`src/rtl/input_conditioner.sv`:
```
// Multi-channel input conditioner: sync, debounce, edge/long-press pulses,
// toggle state, per-channel output select and a stretched reset generator.
module input_conditioner #(
  parameter int WIDTH          = 4,
  parameter int SYNC_STAGES    = 2,
  parameter int SAMPLE_CNT_MAX = 25000,
  parameter int PULSE_CNT_MAX  = 200,
  parameter int LONG_CNT_MAX   = 2000,
  parameter int RST_CH         = 0,
  parameter int RST_STRETCH    = 16
) (
  input  logic               clk,
  input  logic               rst,
  input  logic [WIDTH-1:0]   in,
  input  logic [2*WIDTH-1:0] mode,
  input  logic               rst_en,
  output logic [WIDTH-1:0]   level,
  output logic [WIDTH-1:0]   press,
  output logic [WIDTH-1:0]   release_pulse,
  output logic [WIDTH-1:0]   long_press,
  output logic [WIDTH-1:0]   toggle,
  output logic [WIDTH-1:0]   out,
  output logic               rst_out
);

  localparam int SW = $clog2(SAMPLE_CNT_MAX + 1);
  localparam int DW = $clog2(PULSE_CNT_MAX + 1);
  localparam int HW = $clog2(LONG_CNT_MAX + 1);
  localparam int RW = $clog2(RST_STRETCH + 1);

  localparam logic [SW-1:0] S_LAST = SW'(SAMPLE_CNT_MAX - 1);
  localparam logic [DW-1:0] D_LAST = DW'(PULSE_CNT_MAX - 1);
  localparam logic [HW-1:0] H_MAX  = HW'(LONG_CNT_MAX);
  localparam logic [HW-1:0] H_LAST = HW'(LONG_CNT_MAX - 1);
  localparam logic [RW-1:0] R_LOAD = RW'(RST_STRETCH - 1);

  logic [WIDTH-1:0] sync_q [SYNC_STAGES];
  logic [WIDTH-1:0] sync;
  logic [SW-1:0]    scnt;
  logic             tick;
  logic [RW-1:0]    rcnt;

  assign sync = sync_q[SYNC_STAGES-1];
  assign tick = (scnt == S_LAST);

  always_ff @(posedge clk) begin
    if (rst) begin
      for (int s = 0; s < SYNC_STAGES; s++)
        sync_q[s] <= '0;
    end else begin
      sync_q[0] <= in;
      for (int s = 1; s < SYNC_STAGES; s++)
        sync_q[s] <= sync_q[s-1];
    end
  end

  always_ff @(posedge clk) begin
    if (rst)       scnt <= '0;
    else if (tick) scnt <= '0;
    else           scnt <= scnt + 1'b1;
  end

  for (genvar i = 0; i < WIDTH; i++) begin : g_ch
    logic [DW-1:0] dcnt;
    logic [HW-1:0] hcnt;
    logic          lvl_q;
    logic          prs_q;
    logic          rel_q;
    logic          lng_q;
    logic          tgl_q;
    logic          differ;
    logic          flip;
    logic          out_c;

    assign differ = (sync[i] != lvl_q);
    assign flip   = tick && differ && (dcnt == D_LAST);

    always_ff @(posedge clk) begin
      if (rst) begin
        dcnt  <= '0;
        hcnt  <= '0;
        lvl_q <= 1'b0;
        prs_q <= 1'b0;
        rel_q <= 1'b0;
        lng_q <= 1'b0;
        tgl_q <= 1'b0;
      end else begin
        prs_q <= flip & sync[i];
        rel_q <= flip & ~sync[i];
        lng_q <= 1'b0;
        if (tick) begin
          if (!differ)    dcnt <= '0;
          else if (flip) begin
            dcnt  <= '0;
            lvl_q <= sync[i];
          end else        dcnt <= dcnt + 1'b1;
        end
        // hold count is based on the level before this edge
        if (!lvl_q) hcnt <= '0;
        else if (tick && hcnt != H_MAX) begin
          hcnt  <= hcnt + 1'b1;
          lng_q <= (hcnt == H_LAST);
        end
        if (flip && sync[i]) tgl_q <= ~tgl_q;
      end
    end

    always_comb begin
      out_c = lvl_q;
      unique case (mode[2*i +: 2])
        2'b00: out_c = lvl_q;
        2'b01: out_c = prs_q;
        2'b10: out_c = tgl_q;
        2'b11: out_c = lng_q;
      endcase
    end

    assign level[i]         = lvl_q;
    assign press[i]         = prs_q;
    assign release_pulse[i] = rel_q;
    assign long_press[i]    = lng_q;
    assign toggle[i]        = tgl_q;
    assign out[i]           = out_c;
  end

  always_ff @(posedge clk) begin
    if (rst) begin
      rst_out <= 1'b0;
      rcnt    <= '0;
    end else if (rst_en && press[RST_CH]) begin
      rst_out <= 1'b1;
      rcnt    <= R_LOAD;
    end else if (rcnt != '0) begin
      rcnt <= rcnt - 1'b1;
    end else begin
      rst_out <= 1'b0;
    end
  end

endmodule

```
`config.mk`:
```
export PLATFORM = sky130hd
export DESIGN_NAME = input_conditioner
export DESIGN_NICKNAME = d
export VERILOG_FILES = /design/src/rtl/input_conditioner.sv
export SDC_FILE = /design/constraint.sdc
export NUM_CORES = 1
export LEC_CHECK = 0
export ABC_AREA = 1
export BUFFER_PORTS_ARGS = -buffer_cell sky130_fd_sc_hd__buf_4
export CORE_MARGIN = 1
export CORE_UTILIZATION = 39
export CTS_BUF_LIST = sky130_fd_sc_hd__clkbuf_8
export DETAILED_ROUTE_END_ITERATION = 6
export GPL_TIMING_DRIVEN = 0
export SLEW_MARGIN = 40
export SYNTH_ARGS = -nofsm -noshare
export SYNTH_HDL_FRONTEND = slang
export SYNTH_SLANG_ARGS = --single-unit
```
`constraint.sdc`:
```
create_clock -name clk -period 1.6 [get_ports clk]
set_input_delay 0.32 -clock clk [delete_from_list [all_inputs] [get_ports clk]]
set_output_delay 0.32 -clock clk [all_outputs]
set_load 0.01 [all_outputs]
```
# ---- After elaboration in Yosys (flattened, before gate mapping)
# Memory sizes are Yosys's and may differ from the RTL's.
# Cells that the tools add are included.
# W data, S select, Z words.
dict set report word_totals {
  ff_bits 117
  mem_bits_rw 8
  inputBits 15
  output_inout_bits 25
  wordCells 157
  memories 1
}
dict set report op_classes {
  n_addsub 10
  eq_ne 30
  muxes 21
  n_bitwise 26
  reduce_logical 37
}
# name depth word_bits read_ports rd_clocked_by_memory_dff wr line
set memory_table {}
lappend memory_table {sync_q 2 4 2 0 2 37} ;# logic [WIDTH-1:0] sync_q [SYNC_STAGES];
# operator count
set op_table {}
lappend op_table {{$mux W8} 8}
lappend op_table {{$add A11 B1 Y11 const B} 4}
lappend op_table {{$eq A11 B11 Y1 const B} 4}
lappend op_table {{$ne A11 B11 Y1 const B} 4}
lappend op_table {{$add A8 B1 Y8 const B} 4}
lappend op_table {{$eq A8 B8 Y1 const B} 4}
lappend op_table {{$logic_and A1 B1 Y1} 17}
lappend op_table {{$eq A2 B2 Y1 const B} 8}
lappend op_table {{$mux W4} 4}
lappend op_table {{$not A1 Y1} 16}
lappend op_table {{$pmux W1 S4} 4}
lappend op_table {{$add A15 B1 Y15 const B} 1}
lappend op_table {{$eq A15 B15 Y1 const B} 1}
lappend op_table {{$reduce_and A3 Y1} 4}
lappend op_table {{$reduce_or A2 Y1} 6}
lappend op_table {{$reduce_or A3 Y1} 4}
lappend op_table {{$and A1 B1 Y1} 8}
lappend op_table {{$eq A2 B1 Y1 const B} 4}
lappend op_table {{$logic_not A2 Y1} 4}
lappend op_table {{$mux W1} 5}
lappend op_table {{$reduce_bool A5 Y1} 1}
lappend op_table {{$sub A5 B1 Y5 const B} 1}
lappend op_table {{$ne A1 B1 Y1} 4}
lappend op_table {{$ne A2 B2 Y1 const B} 1}
lappend op_table {{2 further kinds} 3}

# ---- Longest topological paths before layout
# An unclocked memory read counts as a cell.
dict set report depth {
  word_depth 6
  depth_mapped 10
  ltp_nobuf 10
}

# ---- Worst setup path before layout
# No wires, ideal clock.
dict set report synth_path {
  kind {reg-to-reg}
  start {register scnt[0]}
  end {register g_ch[2].hcnt[9]}
  setup_ps 116
  t_arrival_ps 1390
  t_required_ps 1484
  path_slack_ps 94
  path_stages_with_launch 10
  synth_period_minus_slack_ps 1506
  cell_sequence {dfxtp_1 -> ha_1 -> nand2_1 -> nor2_1 -> nand2_2 -> nor2_8 -> buf_12 -> nand3_1 -> o21ai_0 -> nor2_1}
}
dict set report synth_via {
  elab_chain_cells 2
}
# item line
set synth_rtl {}
lappend synth_rtl {{start: declaration} 39} ;# logic [SW-1:0] scnt;
lappend synth_rtl {{start signal: assignment} 60} ;# else scnt <= scnt + 1'b1;
lappend synth_rtl {{$eq A15 B15 Y1} 44} ;# assign tick = (scnt == S_LAST);
lappend synth_rtl {{$logic_and A1 B1 Y1} 100} ;# else if (tick && hcnt != H_MAX) begin
lappend synth_rtl {{end signal: assignment} 101} ;# hcnt <= hcnt + 1'b1;
lappend synth_rtl {{end: declaration} 65} ;# logic [HW-1:0] hcnt;
# No other way between the ends.
# A chain may end at the register's enable or synchronous reset.

# ---- Worst setup path in the final report
dict set report layout_path {
  start {register g_ch[0].lvl_q}
  end {output port out[0]}
}
dict set report layout_via {
  elab_chain_cells 1
}
# item line
set layout_rtl {}
lappend layout_rtl {{start: declaration} 66} ;# logic lvl_q;
lappend layout_rtl {{start signal: assignment} 95} ;# lvl_q <= sync[i];
lappend layout_rtl {{$pmux W1 S4} 110} ;# unique case (mode[2*i +: 2])
lappend layout_rtl {{end: declaration} 22} ;# output logic [WIDTH-1:0] out,
# No other way between the ends.

==> summary by stage <==
Run status
The flow ran to the end, but the final reports show violations. The checks that failed: negative setup slack.

Clock network
The post-cts hold buffer count is 0. Counting every sink on the clock net gives 125. The clock network latency to the later pin of the worst-skew pair is 0.44 ns. Clock-pin slew was measured on the worst setup and hold paths at 0.07 ns. The CTS tree is built. The maximum clock path buffer count is 2. The number of CTS-inserted buffers is 17.

CTS built an H-tree with a depth of 4. The root buffer cell is sky130_fd_sc_hd__clkbuf_8.

Timing
The count of pins over their slew limit is 0. In the finished design, the share of the clock period the worst path needs comes to 1.005. The final hold violation count is 0. The worst clock skew is 0.01382 ns.

The final critical path time including I/O delays and setup is 1.607 ns. Setup repair after global routing could not meet its margin everywhere. For the pin with the worst max-slew slack, the measured transition is 0.7396 ns. The worst-case headroom to the max-slew limit is 0.5070. After layout, the worst setup slack is -0.007402 ns.

The maximum frequency from static timing analysis is 0.6221 GHz. The number of setup violations in the final report is 4.

Final layout
The final standard cell utilization of the core is 0.5004. The total of fill cells in the finished design is 1,630. After the last flow step, the layout net total stands at 1,050. The top cell types in the final layout, fill and taps aside, are 210 x sky130_fd_sc_hd__nand2_1, 104 x sky130_fd_sc_hd__dfxtp_1, 100 x sky130_fd_sc_hd__inv_1, 82 x sky130_fd_sc_hd__nor2_1, 81 x sky130_fd_sc_hd__buf_4. The total inserted antenna cells is 0.

Of the cells placed in the final design, the portion with a size suffix greater than 1 is 0.2623. The area added between synthesis and finish is 25.46%. The library cell used most frequently in the layout, excluding fill and tap cells, is sky130_fd_sc_hd__nand2_1.

Placement
The number of input and output port buffers inserted is 39. Routability-driven placement finished with a final weighted congestion of 0.8417. The final HPWL from detailed placement is 10,600 um. The worst setup slack after placement is -0.2768 ns.

Worst hold path
The worst hold path begins at in[0]. The class of the tightest hold or removal check is input port to register.

Power and ir drop
For this design the ratio of total power to cell area is 784.7 nW/um^2. The share of total power dissipated in combinational logic is 0.063. The static power due to leakage is 3.082 nW. Of the total power, the clock network draws 0.443.

The switching power total is 1.502 mW. Of the total power, registers draw 0.494. The internal portion of total power is 5.010 mW.

The maximum vdd drop is 633.1 uV. The switching share of power is 0.2306. The power after layout is 6.512 mW.

Floorplan
The initial core utilization is 0.3988. The die width is 132.2 um. The total I/O pin count is 40.

The number of placement rows is 47. The core box area is 16,580 sq um. The floorplan die height is 132.2 um. The floorplan step defined a die boundary enclosing 17,480 sq um.

Global route
The number of global-route vias before repair is 5,282. The initial antenna violation count is 0. The global-route usage over all layers is 0.1805. Entering global routing, the biggest net connects 17 pins. The global route total overflow is 0. The wire length of the first global-routing pass is 25,360 um.

Worst setup path
STA classifies the critical path endpoint as an output port. The type of the setup path with the least slack is register to output port. In this run the register-to-register setup slack is 0 ns.

The worst register-to-register path begins at scnt[0]. For the worst setup path, the data arrival time is 1.29 ns. The required time at the endpoint of the critical path is 1.28 ns. The launch point of the worst path is g_ch[0].lvl_q.

STA classifies the critical path startpoint as a register. In this run the worst path has a maximum fanout of 2.

Yosys
Counting flops with an async set or reset pin after synthesis yields a share of 0. Averaged over all synthesized cells, the footprint is 7.096 sq um. The synthesized net count is 961.

Yosys printed 0 warnings. The register area share after synthesis is 0.3784. The number of synthesized flops with an enable pin is 0.

The mapped cell area is 6614 sq um. For this run, the leading register cell type out of synthesis is sky130_fd_sc_hd__dfxtp_1. The synthesis-stage register bit count is 125. The number of unique standard cell types used by synthesis is 41. The synthesized instance count is 932.

Detailed routing
The first detailed-routing pass took 5 iterations. The average via count per standard cell is 4.727. The routed length per placed instance is 12.32 um.

The number of vias after detailed routing is 5,923. The starting DRC count in detailed routing is 368. The residual DRC count is 0. The routed design has 15,440 um of wire. Once detail routing completed, the nets flagged for antenna violations numbered 0.

Job
The tool flagged a number of max-cap violations equal to 0.
state kept, by name, indices dropped and copies added, names as in the netlist:
register / count
g_ch.lvl_q: 4
g_ch.hcnt: 44
g_ch.prs_q: 4
g_ch.tgl_q: 4
scnt: 15
g_ch.dcnt: 32
rcnt: 5
sync_q: 8
rst_out: 1
g_ch.lng_q: 4
g_ch.rel_q: 4
timing repair:
action | 4_1_cts | 5_1_grt
pin swaps | 19 | 38
gates resized for setup | 48 | 108
gates cloned | 1 | 1
setup endpoints to repair | 110 | 109
buffers inserted | 21 | 12
cell usage after synthesis, drive strengths merged, types with 2 or more instances:
cell	instances	area share
nor2	113	0.075
a21oi	54	0.041
inv	117	0.066
o22ai	13	0.012
nand4	22	0.028
o21ai	49	0.037
nor3	24	0.019
xor2	34	0.045
clkinv	7	0.0044
or2	3	0.0028
nand3b	5	0.0057
clkbuf	2	0.0011
ha	14	0.026
dfxtp	125	0.38
a31oi	2	0.0019
xnor2	13	0.017
nand3	63	0.056
a211oi	4	0.0045
nand2	223	0.13
nor4	7	0.0076
buf	35	0.038
metrics by stage:
stage	std cells	hold WS, ns	TNS, ns	cell area [sq um]
floorplan	932	0.3883	0	6614
global placement	1191	0.3891	-10.55	7182
detailed placement	1191	0.3921	-12.78	7182
CTS	1240	0.04943	-0.2717	7901
global route	1253	0.06854	-2.055	8298
finish	1253	0.07663	-0.01772	8298
power by group through the flow:
| stage | Sequential, mW | Combinational, mW | Clock, mW |
|---|---|---|---|
| after CTS | 3.22 | 0.396 | 2.96 |
| after detailed placement | 3.29 | 0.385 | 0 |
| after global placement | 3.29 | 0.381 | 0 |
| final | 3.22 | 0.408 | 2.89 |
| after floorplan | 3.28 | 0.276 | 0 |
| after global routing | 3.22 | 0.456 | 3.10 |
cell type report:
| type | instances | area (sq um) | share of cell area |
|---|---|---|---|
| inverters | 124 | 476.7 | 0.05745 |
| clock inverters | 10 | 122.6 | 0.01478 |
| plain buffers | 33 | 244.0 | 0.02940 |
| clock buffers | 21 | 289.0 | 0.03483 |
| flip-flops and latches | 125 | 2534 | 0.3053 |
| repair buffers | 73 | 635.6 | 0.07660 |
| well taps | 220 | 275.3 | 0.03317 |
| multi-input cells | 647 | 3721 | 0.4484 |
layer usage:
metal  vias up  part of all wire  global-route usage  routed length, um
met2        92              0.46              0.2875               7089
met1      2658              0.49              0.2402               7620
met4         0             0.013             0.06130                202
met3        13             0.034             0.04114                524
met5         -                 0                   0                  0
li1       3160                 -                   -                  -
cell families after synthesis:
logic type	count (synthesis)	share of synthesized area
buf+inv	161	0.1097
fa+ha+maj	14	0.02649
xor+xnor	47	0.06224
compound gates	124	0.09894
flops	125	0.3784
simple gates	461	0.3243
final timing paths:
kind              endpoint  depth (start not counted)
max                 out[0]                          5
min           sync_q[0][0]                          3
max reg2reg  g_ch[3].tgl_q                          9
min reg2reg   sync_q[0][4]                          2
worst max-delay path, stage by stage, from the launching register on:
cell,delay [ns]
sky130_fd_sc_hd__dfxtp_4,0.35
sky130_fd_sc_hd__inv_2,0.04
sky130_fd_sc_hd__nor2_1,0.12
sky130_fd_sc_hd__a211oi_2,0.05
sky130_fd_sc_hd__nor2_2,0.15
sky130_fd_sc_hd__buf_6,0.13
(Power assumes the default switching activity.)
